[config.mk]
export PLATFORM = sky130hd
export DESIGN_NAME = aes_round_sequencer
export DESIGN_NICKNAME = d
export VERILOG_FILES = /design/src/rtl/aes_pkg.sv /design/src/rtl/aes_rcon_gen.sv /design/src/rtl/aes_round_sequencer.sv
export SDC_FILE = /design/constraint.sdc
export NUM_CORES = 1
export LEC_CHECK = 0
export CAP_MARGIN = 0
export CORE_MARGIN = 2
export CORE_UTILIZATION = 40
export DETAILED_ROUTE_END_ITERATION = 16
export HOLD_SLACK_MARGIN = 0.15
export PLACE_DENSITY_LB_ADDON = 0.12
export SYNTH_ARGS = -nofsm -noshare
export SYNTH_HDL_FRONTEND = slang
export SYNTH_HIERARCHICAL = 1
export SYNTH_SLANG_ARGS = --single-unit
[constraint.sdc]
create_clock -name clk -period 4.9 [get_ports clk]
set_clock_uncertainty 0.1 [all_clocks]
set_input_delay 0.735 -clock clk [delete_from_list [all_inputs] [get_ports clk]]
set_output_delay 0.735 -clock clk [all_outputs]
set_load 0.01 [all_outputs]
[src/rtl/aes_pkg.sv]
// rtl/aes_pkg.sv - shared AES constants, xtime helper and round-sequencer state encoding
package aes_pkg;

    localparam logic [1:0] KEY_LEN_128 = 2'd0;
    localparam logic [1:0] KEY_LEN_192 = 2'd1;
    localparam logic [1:0] KEY_LEN_256 = 2'd2;

    localparam int NR_128 = 10;
    localparam int NR_192 = 12;
    localparam int NR_256 = 14;

    localparam logic [7:0] RCON_INIT = 8'h01;

    // GF(2^8) multiply by x, reduced by the AES polynomial 0x11b.
    function automatic logic [7:0] xtime(input logic [7:0] b);
        return {b[6:0], 1'b0} ^ (b[7] ? 8'h1b : 8'h00);
    endfunction

    typedef enum logic [1:0] {
        SEQ_IDLE  = 2'd0,
        SEQ_INIT  = 2'd1,
        SEQ_ROUND = 2'd2,
        SEQ_FLAG  = 2'd3
    } seq_state_e;

endpackage

[src/rtl/aes_rcon_gen.sv]
// rtl/aes_rcon_gen.sv - registered AES round constant with clear, load and xtime step
module aes_rcon_gen (
    input  logic       clk,   // rising-edge clock
    input  logic       rst,   // synchronous active-high reset
    input  logic       clear, // drive rcon to zero (idle value)
    input  logic       load,  // restart the sequence at RCON_INIT
    input  logic       step,  // advance to the next round constant
    output logic [7:0] rcon   // current round constant
);
    import aes_pkg::*;

    // clear beats load beats step; the sequencer never raises two at once
    always_ff @(posedge clk) begin
        if (rst) begin
            rcon <= 8'h00;
        end else if (clear) begin
            rcon <= 8'h00;
        end else if (load) begin
            rcon <= RCON_INIT;
        end else if (step) begin
            rcon <= xtime(rcon);
        end
    end

endmodule

[src/rtl/aes_round_sequencer.sv]
// rtl/aes_round_sequencer.sv - steps the iterative AES datapath through round 0..Nr and flags completion
module aes_round_sequencer #(
    parameter int NR_W = 4                  // round-index width, must hold 14
) (
    input  logic            clk,            // rising-edge clock
    input  logic            rst,            // synchronous active-high reset
    input  logic            i_busy,         // busy level from control FSM, rising edge starts
    input  logic [1:0]      i_key_len,      // 0:128 1:192 2:256 3:128, sampled at start
    input  logic            i_hold,         // round key not ready, stall
    output logic [NR_W-1:0] o_round,        // current round index
    output logic [7:0]      o_rcon,         // round constant for current round
    output logic            o_round_en,     // datapath executes this round now
    output logic            o_first_round,  // round 0, AddRoundKey only
    output logic            o_last_round,   // round Nr, no MixColumns
    output logic            o_flag          // one-cycle completion pulse
);
    import aes_pkg::*;

    seq_state_e      state_q, state_d;
    logic [NR_W-1:0] round_q, round_d;
    logic [NR_W-1:0] nr_q, nr_d;
    logic [NR_W-1:0] nr_start;
    logic            busy_q;
    logic            armed_q;
    logic            start;
    logic            rcon_clear, rcon_load, rcon_step;

    // armed_q keeps a busy level that was already high across a reset from
    // looking like a fresh rising edge once reset releases: busy must be seen
    // low at least once after reset before a start is accepted.
    assign start = i_busy & ~busy_q & armed_q;

    always_comb begin
        case (i_key_len)
            KEY_LEN_192: nr_start = NR_W'(NR_192);
            KEY_LEN_256: nr_start = NR_W'(NR_256);
            default:     nr_start = NR_W'(NR_128);
        endcase
    end

    always_ff @(posedge clk) begin
        if (rst) begin
            state_q <= SEQ_IDLE;
            round_q <= '0;
            nr_q    <= NR_W'(NR_128);
            busy_q  <= 1'b0;
            armed_q <= 1'b0;
        end else begin
            state_q <= state_d;
            round_q <= round_d;
            nr_q    <= nr_d;
            busy_q  <= i_busy;
            armed_q <= armed_q | ~i_busy;
        end
    end

    always_comb begin
        state_d    = state_q;
        round_d    = round_q;
        nr_d       = nr_q;
        rcon_clear = 1'b0;
        rcon_load  = 1'b0;
        rcon_step  = 1'b0;
        case (state_q)
            SEQ_IDLE: begin
                if (start) begin
                    state_d   = SEQ_INIT;
                    nr_d      = nr_start;
                    round_d   = '0;
                    rcon_load = 1'b1;
                end
            end
            SEQ_INIT: begin
                if (!i_busy) begin
                    state_d    = SEQ_IDLE;
                    round_d    = '0;
                    rcon_clear = 1'b1;
                end else if (!i_hold) begin
                    // round 1 uses RCON_INIT, so rcon is not stepped here
                    state_d = SEQ_ROUND;
                    round_d = NR_W'(1);
                end
            end
            SEQ_ROUND: begin
                if (!i_busy) begin
                    state_d    = SEQ_IDLE;
                    round_d    = '0;
                    rcon_clear = 1'b1;
                end else if (!i_hold) begin
                    if (round_q == nr_q) begin
                        state_d = SEQ_FLAG;
                    end else begin
                        round_d   = round_q + NR_W'(1);
                        rcon_step = 1'b1;
                    end
                end
            end
            SEQ_FLAG: begin
                state_d    = SEQ_IDLE;
                round_d    = '0;
                rcon_clear = 1'b1;
            end
            default: state_d = SEQ_IDLE;
        endcase
    end

    aes_rcon_gen u_rcon_gen (
        .clk   (clk),
        .rst   (rst),
        .clear (rcon_clear),
        .load  (rcon_load),
        .step  (rcon_step),
        .rcon  (o_rcon)
    );

    assign o_round       = round_q;
    assign o_first_round = (state_q == SEQ_INIT);
    assign o_last_round  = (state_q == SEQ_ROUND) && (round_q == nr_q);
    assign o_flag        = (state_q == SEQ_FLAG);
    assign o_round_en    = ((state_q == SEQ_INIT) || (state_q == SEQ_ROUND)) && !i_hold;

endmodule

==> flow_summary_export.csv, run 1 <==
group,metric,value,unit
critical_path,cp.arrival,1900,ps
floorplanning,dieWidth,53.49,um
critical_path,r2r-end,"o_round[0]",
critical_path,cp.depth,4,
critical_path,r2r_setup_slack,2830,ps
cts,cts_tree,"yes",
critical_path,crit_fanout,7,
detailed_routing,avgRoutedWirePerCell,12.62,um
sta,setup_violations,0,
critical_path,cp_slowest_cell,"clkdlybuf4s50_1",
pwr,p_switching,0.07751,mW
detailed_routing,first_pass_iters,4,
detailed_routing,via_per_inst,5.237,
layout,nets,143,
placed_design,placedCellCount,153,
layout,num-fill-cells,224,
floorplanning,die_area,2861,um^2
cts,cts-resized-gates,0,
grt,grt_usage,0.1590,
outcome,status,"complete, no violations",
detailed_routing,drt_iter0_drc,7,
floorplanning,num_rows,17,
synthesis,syn_nets,121,
grt,grt_pass1_vias,758,
sta,period_minus_slack,2735,ps
pwr,pwr-share-comb,0.199,
critical_path,cp_num_buf_inv,1,
synthesis,synthTopCellsByCount,"dfxtp_1 (18), nor2_1 (13), a21oi_1 (8), inv_1 (8), ha_1 (7)",
placed_design,port_buffers,21,
cts,cts_sinks,18,
cts,clock-root-buffer,"clkbuf_4",
sta,timing.hold.ws,392.2,ps
layout,drive_above_1_share,0.09375,
sta,worst_slack,2165,ps
critical_path,path_delay_family,"simple AND/OR/NAND/NOR gates",
layout,fin_util,0.5455,
pwr,p_clk_frac,0.257,
floorplanning,design.portCount,22,
layout,fin_cells,156,
synthesis,yosys.area.top_type,"dfxtp_1",
placed_design,dpl.hpwl,1480,um
sta,clock.fmax,365.7,MHz
synthesis,ys_warn_count,6,
synthesis,synth_edf_count,0,
pwr,seq_power_share,0.544,
grt,grt_max_degree,14,
synthesis,ys.flop_type,"dfxtp_1",
floorplanning,die_height,53.49,um
grt,grt_pass1_wl,3229,um
pwr,switching_share,0.2739,
critical_path,end_kind,"primary output",
sta,tightest_slew,487.2,ps
synthesis,avgSynthCellArea,9.071,um^2
synthesis,synth_top_area_frac,0.3678,
hold_path,hold_start,"armed_q",
layout,syn2layout_area_growth,25.54,%
synthesis,synth_cell_type_count,37,
synthesis,yosysSeqAreaShare,0.3678,
placed_design,pre_cts_slack,2164,ps
cts,cts_inserted_buffers,3,
critical_path,cp-start-kind,"register",
cts,cts_htree_levels,1,
detailed_routing,routed_wl,1969,um
grt,antenna_found_initial,0,
hold_path,hold_path_class,"reg -> reg",
critical_path,slowest_delay,530,ps
detailed_routing,ant_nets,0,
synthesis,synth-seq-cells,18,
sta,relSlewSlack,0.6742,
sta,fin_crit_sh,0.5581,
layout,diodes,0,
critical_path,critPathKind,"reg -> out",
sta,rsz0062_at_grt,"no",
pwr,vdd_drop_max,0.1854,mV
critical_path,path_cells,"nand2b_1 > nor3_1 > and2_2 > clkdlybuf4s50_1",
synthesis,syn_inst,108,
sta,hold_violations,0,
cts,post-cts-setup-buffer-count,0,
critical_path,cp.required,4070,ps
hold_path,holdPathStages,2,
synthesis,postSynth.asyncResetShare,0,
synthesis,synth_most_common_cell,"dfxtp_1",
pwr,internal_power,0.2055,mW
detailed_routing,vias,817,
cts,max-clock-path-buffers,2,
cts,cts-hold-fix-buffers,0,
sta,final_max_slew_viol_count,0,
placed_design,gp_congestion,0.7886,
cts,insertion_delay,300,ps
pwr,power_density,230.1,nW/um^2
synthesis,synth_area_leaders,"dfxtp_1 (37%), ha_1 (8.9%), mux2i_1 (6.1%)",
floorplanning,start_util,0.4345,
hold_path,holdPathEnd,"armed_q",
cts,clk_pin_slew,100,ps
critical_path,r2r-start,"state_q[0]",
flow_run,drv_cap,0,
synthesis,syn-cell-area,979.7,um^2
sta,setup_tns,0,ps
pwr,p_leak,0.4503,nW
detailed_routing,drcViolationCount,0,
critical_path,rr_worst_depth,6,
floorplanning,core,2255,um^2
grt,grt_overflow,0,
stage by stage:
step	power [mW]	area, um^2
global placement	0.2122	1207
global route	0.3005	1230
detailed placement	0.2132	1207
floorplan	0.1953	979.7
CTS	0.2857	1230
finish	0.2830	1230
power groups by stage:
| stage | combinational, mW | clock, mW | sequential [mW] |
|---|---|---|---|
| 2_1_floorplan | 0.0382 | 0 | 0.157 |
| 3_3_place_gp | 0.0550 | 0 | 0.157 |
| 3_5_place_dp | 0.0559 | 0 | 0.157 |
| 4_1_cts | 0.0561 | 0.0755 | 0.154 |
| 5_1_grt | 0.0609 | 0.0847 | 0.155 |
| 6_report | 0.0562 | 0.0727 | 0.154 |
tightest hold or removal path, delay by kind of cell (launching register included):
| family | cells | cell delay [ps] |
|---|---|---|
| DFF | 1 | 350 |
| buffers and inverters | 1 | 60 |
| AOI/OAI and AO/OA | 1 | 50 |
routing by layer:
metal,up-vias,global-route usage,wire length [um]
met5,-,0,0
met4,0,0.05128,17
met3,2,0.06780,140
met2,27,0.2490,893
met1,370,0.1939,917
li1,418,-,-
layout by cell type (no fill, tap or decap), types with 2 or more instances in the layout:
cell,netlist,layout
clkdlybuf4s50_1,0,21
dfxtp_1,18,18
nor2_1,13,13
inv_1,8,8
a21oi_1,8,8
ha_1,7,7
mux2i_1,6,6
nand2_1,5,5
a211oi_1,5,5
clkbuf_4,0,3
xnor2_1,3,3
xor2_1,2,2
nand2b_1,2,2
nor3_1,2,2
o31ai_1,2,2
or3_2,2,2
o21ai_0,2,2
cells by family after synthesis:
group,after synthesis,synth area share
xor gates and xnor gates,5,0.04471
muxes,6,0.06131
DFF,18,0.3678
and+or+nand+nor,36,0.2197
buffers and inverters,13,0.05619
AOI/OAI and AO/OA,23,0.1609
adders and majority gates,7,0.08940
worst max-delay path by stage:
stage                               to  slack, ps        from
after floorplan             o_round[0]       2870      i_busy
after global placement      o_round_en       2200      i_hold
after detailed placement    o_round_en       2160      i_hold
after CTS                 o_last_round       2140  o_round[2]
after global routing      o_last_round       2010  o_round[2]
final                     o_last_round       2170  o_round[0]
cell type report:
cell class,instances,area [um^2],share of cell area
clock buffer,3,22.52,0.01831
inverter,8,30.03,0.02442
multi-input combinational,77,564.3,0.4588
sequential,18,360.3,0.2930
tap,28,35.03,0.02848
timing repair buffer,22,217.7,0.1770
sequential cells by signal, summed over array words and instances, names as in the netlist:
register / count
busy_q: 1
nr_q: 2
o_round: 4
state_q: 2
armed_q: 1
u_rcon_gen/rcon: 8
Power figures use the tool's default switching activity.
==> run 2, diff against run 1 <==
==> constraint.sdc (replaced) <==
create_clock -name clk -period 2.6 [get_ports clk]
set_clock_uncertainty 0.1 [all_clocks]
set_input_delay 0.39 -clock clk [delete_from_list [all_inputs] [get_ports clk]]
set_output_delay 0.39 -clock clk [all_outputs]
set_load 0.01 [all_outputs]
==> flow_summary_export.csv, run 2 (synthesized netlist as in run 1, its figures left out) <==
group,metric,value,unit
layout,fin_area,1256,um^2
critical_path,cp_num_buf_inv,1,
placed_design,postPlaceCellArea,1215,um^2
sta,rsz0062_at_grt,"no",
hold_path,holdPathEnd,"armed_q",
floorplanning,die_area,2861,um^2
layout,diodes,0,
detailed_routing,drcViolationCount,0,
sta,period_minus_slack,2363,ps
critical_path,rr_worst_depth,6,
detailed_routing,via_per_inst,5.228,
layout,fin_util,0.5572,
detailed_routing,vias,826,
grt,grt_pass1_vias,787,
pwr,vdd_drop_max,0.3242,mV
floorplanning,num_rows,17,
hold_path,holdPathStages,2,
cts,cts_sinks,18,
detailed_routing,ant_nets,0,
layout,num-fill-cells,222,
pwr,power_density,458.0,nW/um^2
cts,cts_htree_levels,1,
critical_path,path_delay_family,"buffers and inverters",
placed_design,dpl.hpwl,1463,um
floorplanning,die_height,53.49,um
floorplanning,core,2255,um^2
critical_path,crit_fanout,6,
sta,relSlewSlack,0.7431,
sta,final_max_slew_viol_count,0,
placed_design,port_buffers,21,
pwr,total_power,0.5753,mW
cts,max-clock-path-buffers,2,
critical_path,cp_slowest_cell,"clkdlybuf4s50_1",
flow_run,drv_cap,0,
detailed_routing,first_pass_iters,4,
grt,antenna_found_initial,0,
layout,nets,144,
layout,seqCellArea,360.3,um^2
pwr,p_leak,0.4625,nW
layout,layout_common_cells,"clkdlybuf4s50_1 (21), dfxtp_1 (18), nor2_1 (13), inv_1 (8), a21oi_1 (8)",
layout,syn2layout_area_growth,28.22,%
sta,tightest_slew,383.9,ps
layout,largest_reg_flops,8,
critical_path,slowest_delay,530,ps
detailed_routing,routed_wl,1963,um
cts,cts-hold-fix-buffers,0,
critical_path,cp.arrival,1870,ps
sta,setup_violations,0,
floorplanning,dieWidth,53.49,um
cts,clk_pin_slew,110,ps
critical_path,end_kind,"primary output",
layout,largest_register,"u_rcon_gen/rcon",
critical_path,cp-start-kind,"register",
sta,fin_crit_sh,0.9087,
layout,multi_input_area,569.3,um^2
cts,insertion_delay,300,ps
critical_path,r2r-start,"state_q[0]",
grt,grt_max_degree,14,
sta,hold_violations,0,
layout,drive_above_1_share,0.1154,
grt,grt_pass1_wl,3519,um
hold_path,hold_path_class,"reg -> reg",
cts,cts_inserted_buffers,3,
critical_path,path_cells,"xor2_1 > nor3_2 > and2_2 > clkdlybuf4s50_1",
outcome,status,"complete, no violations",
cts,clock-root-buffer,"clkbuf_4",
floorplanning,design.portCount,22,
detailed_routing,avgRoutedWirePerCell,12.42,um
hold_path,hold_start,"armed_q",
layout,mostFrequentLayoutCell,"clkdlybuf4s50_1",
critical_path,cp.required,2110,ps
sta,timing.hold.ws,402.8,ps
detailed_routing,drt_iter0_drc,5,
critical_path,r2r_setup_slack,540,ps
critical_path,r2r-end,"o_round[0]",
floorplanning,start_util,0.4345,
critical_path,critPathKind,"reg -> out",
placed_design,gp_congestion,0.7990,
grt,grt_usage,0.1717,
grt,grt_overflow,0,
cts,cts_tree,"yes",
sta,clock.fmax,423.3,MHz
sta,setup_tns,0,ps
==> run 2: how the worst max path moves through the flow <==
stage / from / end / slack, ps / cells after the start
after floorplan: state_q[0] / o_round[0] / 690 / 6
after global placement: i_busy / state_q[0] / 320 / 5
after detailed placement: i_busy / o_round[0] / 320 / 5
after CTS: o_round[2] / o_last_round / 130 / 4
after global routing: o_round[2] / o_last_round / 110 / 4
final: o_round[2] / o_last_round / 240 / 4
==> run 2: tightest hold or removal path, stage by stage, from the launching register on <==
cell and delay (ps):
dfxtp_1 360, inv_1 60, a21oi_1 50
==> run 2: layout make-up <==
type,count,area share
sequential,18,0.2869
tap,28,0.02789
inverter,8,0.02390
timing repair buffer,23,0.1793
multi-input combinational,77,0.4532
clock buffer,4,0.02888
==> run 2: repair_timing <==
action,4_1_cts,5_1_grt
endpoints found under the setup margin,0,1
gates resized for setup,0,1
setup buffers,0,0
==> run 2: metal layers <==
| metal | global-route usage | part of all wire | vias to the layer above |
|---|---|---|---|
| met4 | 0.06410 | 0.0087 | 0 |
| li1 | - | - | 421 |
| met5 | 0 | 0 | - |
| met1 | 0.2239 | 0.49 | 380 |
| met2 | 0.2572 | 0.45 | 23 |
| met3 | 0.05932 | 0.051 | 2 |
==> run 2: power by group <==
| group | internal, mW | leakage (nW) | switching [mW] |
|---|---|---|---|
| Sequential | 0.284 | 0.146 | 0.00665 |
| Combinational | 0.0507 | 0.295 | 0.0556 |
| Clock | 0.0854 | 0.0210 | 0.0931 |
| Total | 0.420 | 0.463 | 0.155 |
==> run 2: through the flow <==
stage / setup WS, ps / std cells
after floorplan: 692.6 / 108
after global placement: 324.5 / 154
after detailed placement: 315.5 / 154
after CTS: 128.3 / 158
after global routing: 107.0 / 158
final: 237.3 / 158
==> run 3, diff against run 2 <==
==> constraint.sdc (replaced) <==
create_clock -name clk -period 2 [get_ports clk]
set_clock_uncertainty 0.1 [all_clocks]
set_input_delay 0.3 -clock clk [delete_from_list [all_inputs] [get_ports clk]]
set_output_delay 0.3 -clock clk [all_outputs]
set_load 0.01 [all_outputs]
==> flow_summary_export.csv, run 3 (synthesized netlist as in run 1, its figures left out) <==
group,metric,value,unit
cts,cts_sinks,18,
sta,rsz0062_at_grt,"no",
layout,fin_util,0.6226,
pwr,vdd_drop_max,0.4535,mV
hold_path,hold_start,"armed_q",
floorplanning,num_rows,17,
cts,insertion_delay,290,ps
layout,multi_input_area,595.6,um^2
cts,clk_pin_slew,100,ps
sta,fin_crit_sh,0.9746,
grt,antenna_found_initial,0,
critical_path,rr_worst_depth,6,
placed_design,dpl.hpwl,1614,um
placed_design,port_buffers,21,
critical_path,cp-start-kind,"register",
critical_path,cp.required,1600,ps
layout,mostFrequentLayoutCell,"clkdlybuf4s50_1",
pwr,p_leak,0.5557,nW
sta,tightest_slew,356.5,ps
critical_path,cp_slowest_cell,"dfxtp_2",
placed_design,gp_congestion,0.8397,
hold_path,holdPathEnd,"armed_q",
cts,clock-root-buffer,"clkbuf_4",
hold_path,hold_path_class,"reg -> reg",
floorplanning,design.portCount,22,
critical_path,cp.arrival,1550,ps
pwr,switching_share,0.2635,
floorplanning,die_area,2861,um^2
critical_path,slowest_delay,370,ps
grt,grt_overflow,0,
critical_path,path_delay_family,"buffers and inverters",
critical_path,path_cells,"inv_2 > ha_1 > buf_4 > and2_2 > dlygate4sd2_1",
critical_path,r2r-start,"state_q[0]",
critical_path,cp_num_buf_inv,3,
layout,diodes,0,
layout,num-fill-cells,218,
layout,drive_above_1_share,0.2671,
placed_design,pre_cts_slack,-128.1,ps
layout,largest_register,"u_rcon_gen/rcon",
cts,cts_inserted_buffers,3,
detailed_routing,ant_nets,0,
layout,largest_reg_flops,8,
critical_path,crit_fanout,6,
detailed_routing,drt_iter0_drc,7,
critical_path,r2r-end,"o_round[0]",
pwr,seq_power_share,0.482,
layout,layout_common_cells,"clkdlybuf4s50_1 (19), buf_4 (18), dfxtp_1 (15), nor2_1 (13)",
layout,seqCellArea,364.1,um^2
detailed_routing,routed_wl,2160,um
pwr,p_clk_frac,0.287,
floorplanning,die_height,53.49,um
cts,cts_tree,"yes",
detailed_routing,drcViolationCount,0,
detailed_routing,first_pass_iters,3,
flow_run,drv_cap,0,
detailed_routing,via_per_inst,4.960,
cts,cts-hold-fix-buffers,0,
cts,max-clock-path-buffers,2,
layout,nets,160,
pwr,pwr-share-comb,0.231,
critical_path,critPathKind,"reg -> out",
sta,hold_violations,0,
critical_path,r2r_setup_slack,80,ps
floorplanning,start_util,0.4345,
cts,post-cts-setup-buffer-count,0,
grt,grt_pass1_wl,3939,um
sta,clock.fmax,513.0,MHz
sta,relSlewSlack,0.7606,
detailed_routing,avgRoutedWirePerCell,12.41,um
placed_design,placedCellCount,170,
pwr,internal_power,0.5795,mW
floorplanning,dieWidth,53.49,um
layout,fin_cells,174,
critical_path,end_kind,"primary output",
sta,worst_slack,50.72,ps
grt,grt_max_degree,13,
grt,grt_pass1_vias,915,
pwr,p_switching,0.2074,mW
detailed_routing,vias,863,
sta,period_minus_slack,1949,ps
outcome,status,"complete, no violations",
cts,cts_htree_levels,1,
floorplanning,core,2255,um^2
sta,final_max_slew_viol_count,0,
hold_path,holdPathStages,2,
sta,timing.hold.ws,398.9,ps
sta,setup_violations,0,
layout,syn2layout_area_growth,43.30,%
grt,grt_usage,0.1901,
pwr,power_density,560.5,nW/um^2
[run 3: per-layer routing]
| layer | vias to the layer above | global-route usage | wire length, um |
|---|---|---|---|
| met3 | 4 | 0.02825 | 85 |
| met4 | 0 | 0.1026 | 30 |
| met5 | - | 0 | 0 |
| met1 | 393 | 0.2298 | 1016 |
| met2 | 17 | 0.3189 | 1027 |
| li1 | 449 | - | - |
[run 3: what timing repair did]
action                                  CTS  global route
endpoints found under the setup margin    2             3
cloned                                    0             0
gates resized for setup                   8             4
pin swaps                                 1             0
[run 3: layout make-up]
| class | instances | share of cell area |
|---|---|---|
| well taps | 28 | 0.02496 |
| flip-flops and latches | 18 | 0.2594 |
| inverters | 8 | 0.02139 |
| repair buffers | 39 | 0.2442 |
| clock buffers | 4 | 0.02585 |
| multi-input cells | 77 | 0.4242 |
[run 3: worst register-to-register path: stages, from the launching register on]
cell and delay (ps):
dfxtp_2 370, inv_2 70, ha_1 220, o21a_1 220
a22o_4 230, or4_1 540, a21oi_2 120
[run 3: worst max-delay path by stage]
stage | startpoint | to | slack [ps] | cells past startpoint
floorplan | state_q[0] | o_round[0] | 90 | 6
global placement | i_busy | o_round[2] | -100 | 6
detailed placement | i_busy | o_round[0] | -130 | 5
CTS | state_q[1] | o_first_round | 40 | 3
global route | state_q[0] | o_last_round | 5 | 5
finish | state_q[0] | o_last_round | 50 | 5
[run 3: power groups by stage]
| stage | clock network, mW | logic [mW] | registers [mW] |
|---|---|---|---|
| 2_1_floorplan | 0 | 0.0935 | 0.385 |
| 4_1_cts | 0.239 | 0.180 | 0.379 |
| 3_3_place_gp | 0 | 0.168 | 0.385 |
| 3_5_place_dp | 0 | 0.171 | 0.386 |
| 5_1_grt | 0.254 | 0.200 | 0.380 |
| 6_report | 0.226 | 0.182 | 0.379 |
[run 3: stage by stage]
step,TNS [ps],area (um^2),power [mW]
2_1_floorplan,0,979.7,0.4784
3_3_place_gp,-684.6,1335,0.5533
3_5_place_dp,-906.4,1335,0.5560
4_1_cts,0,1390,0.7978
5_1_grt,0,1404,0.8353
6_report,0,1404,0.7869
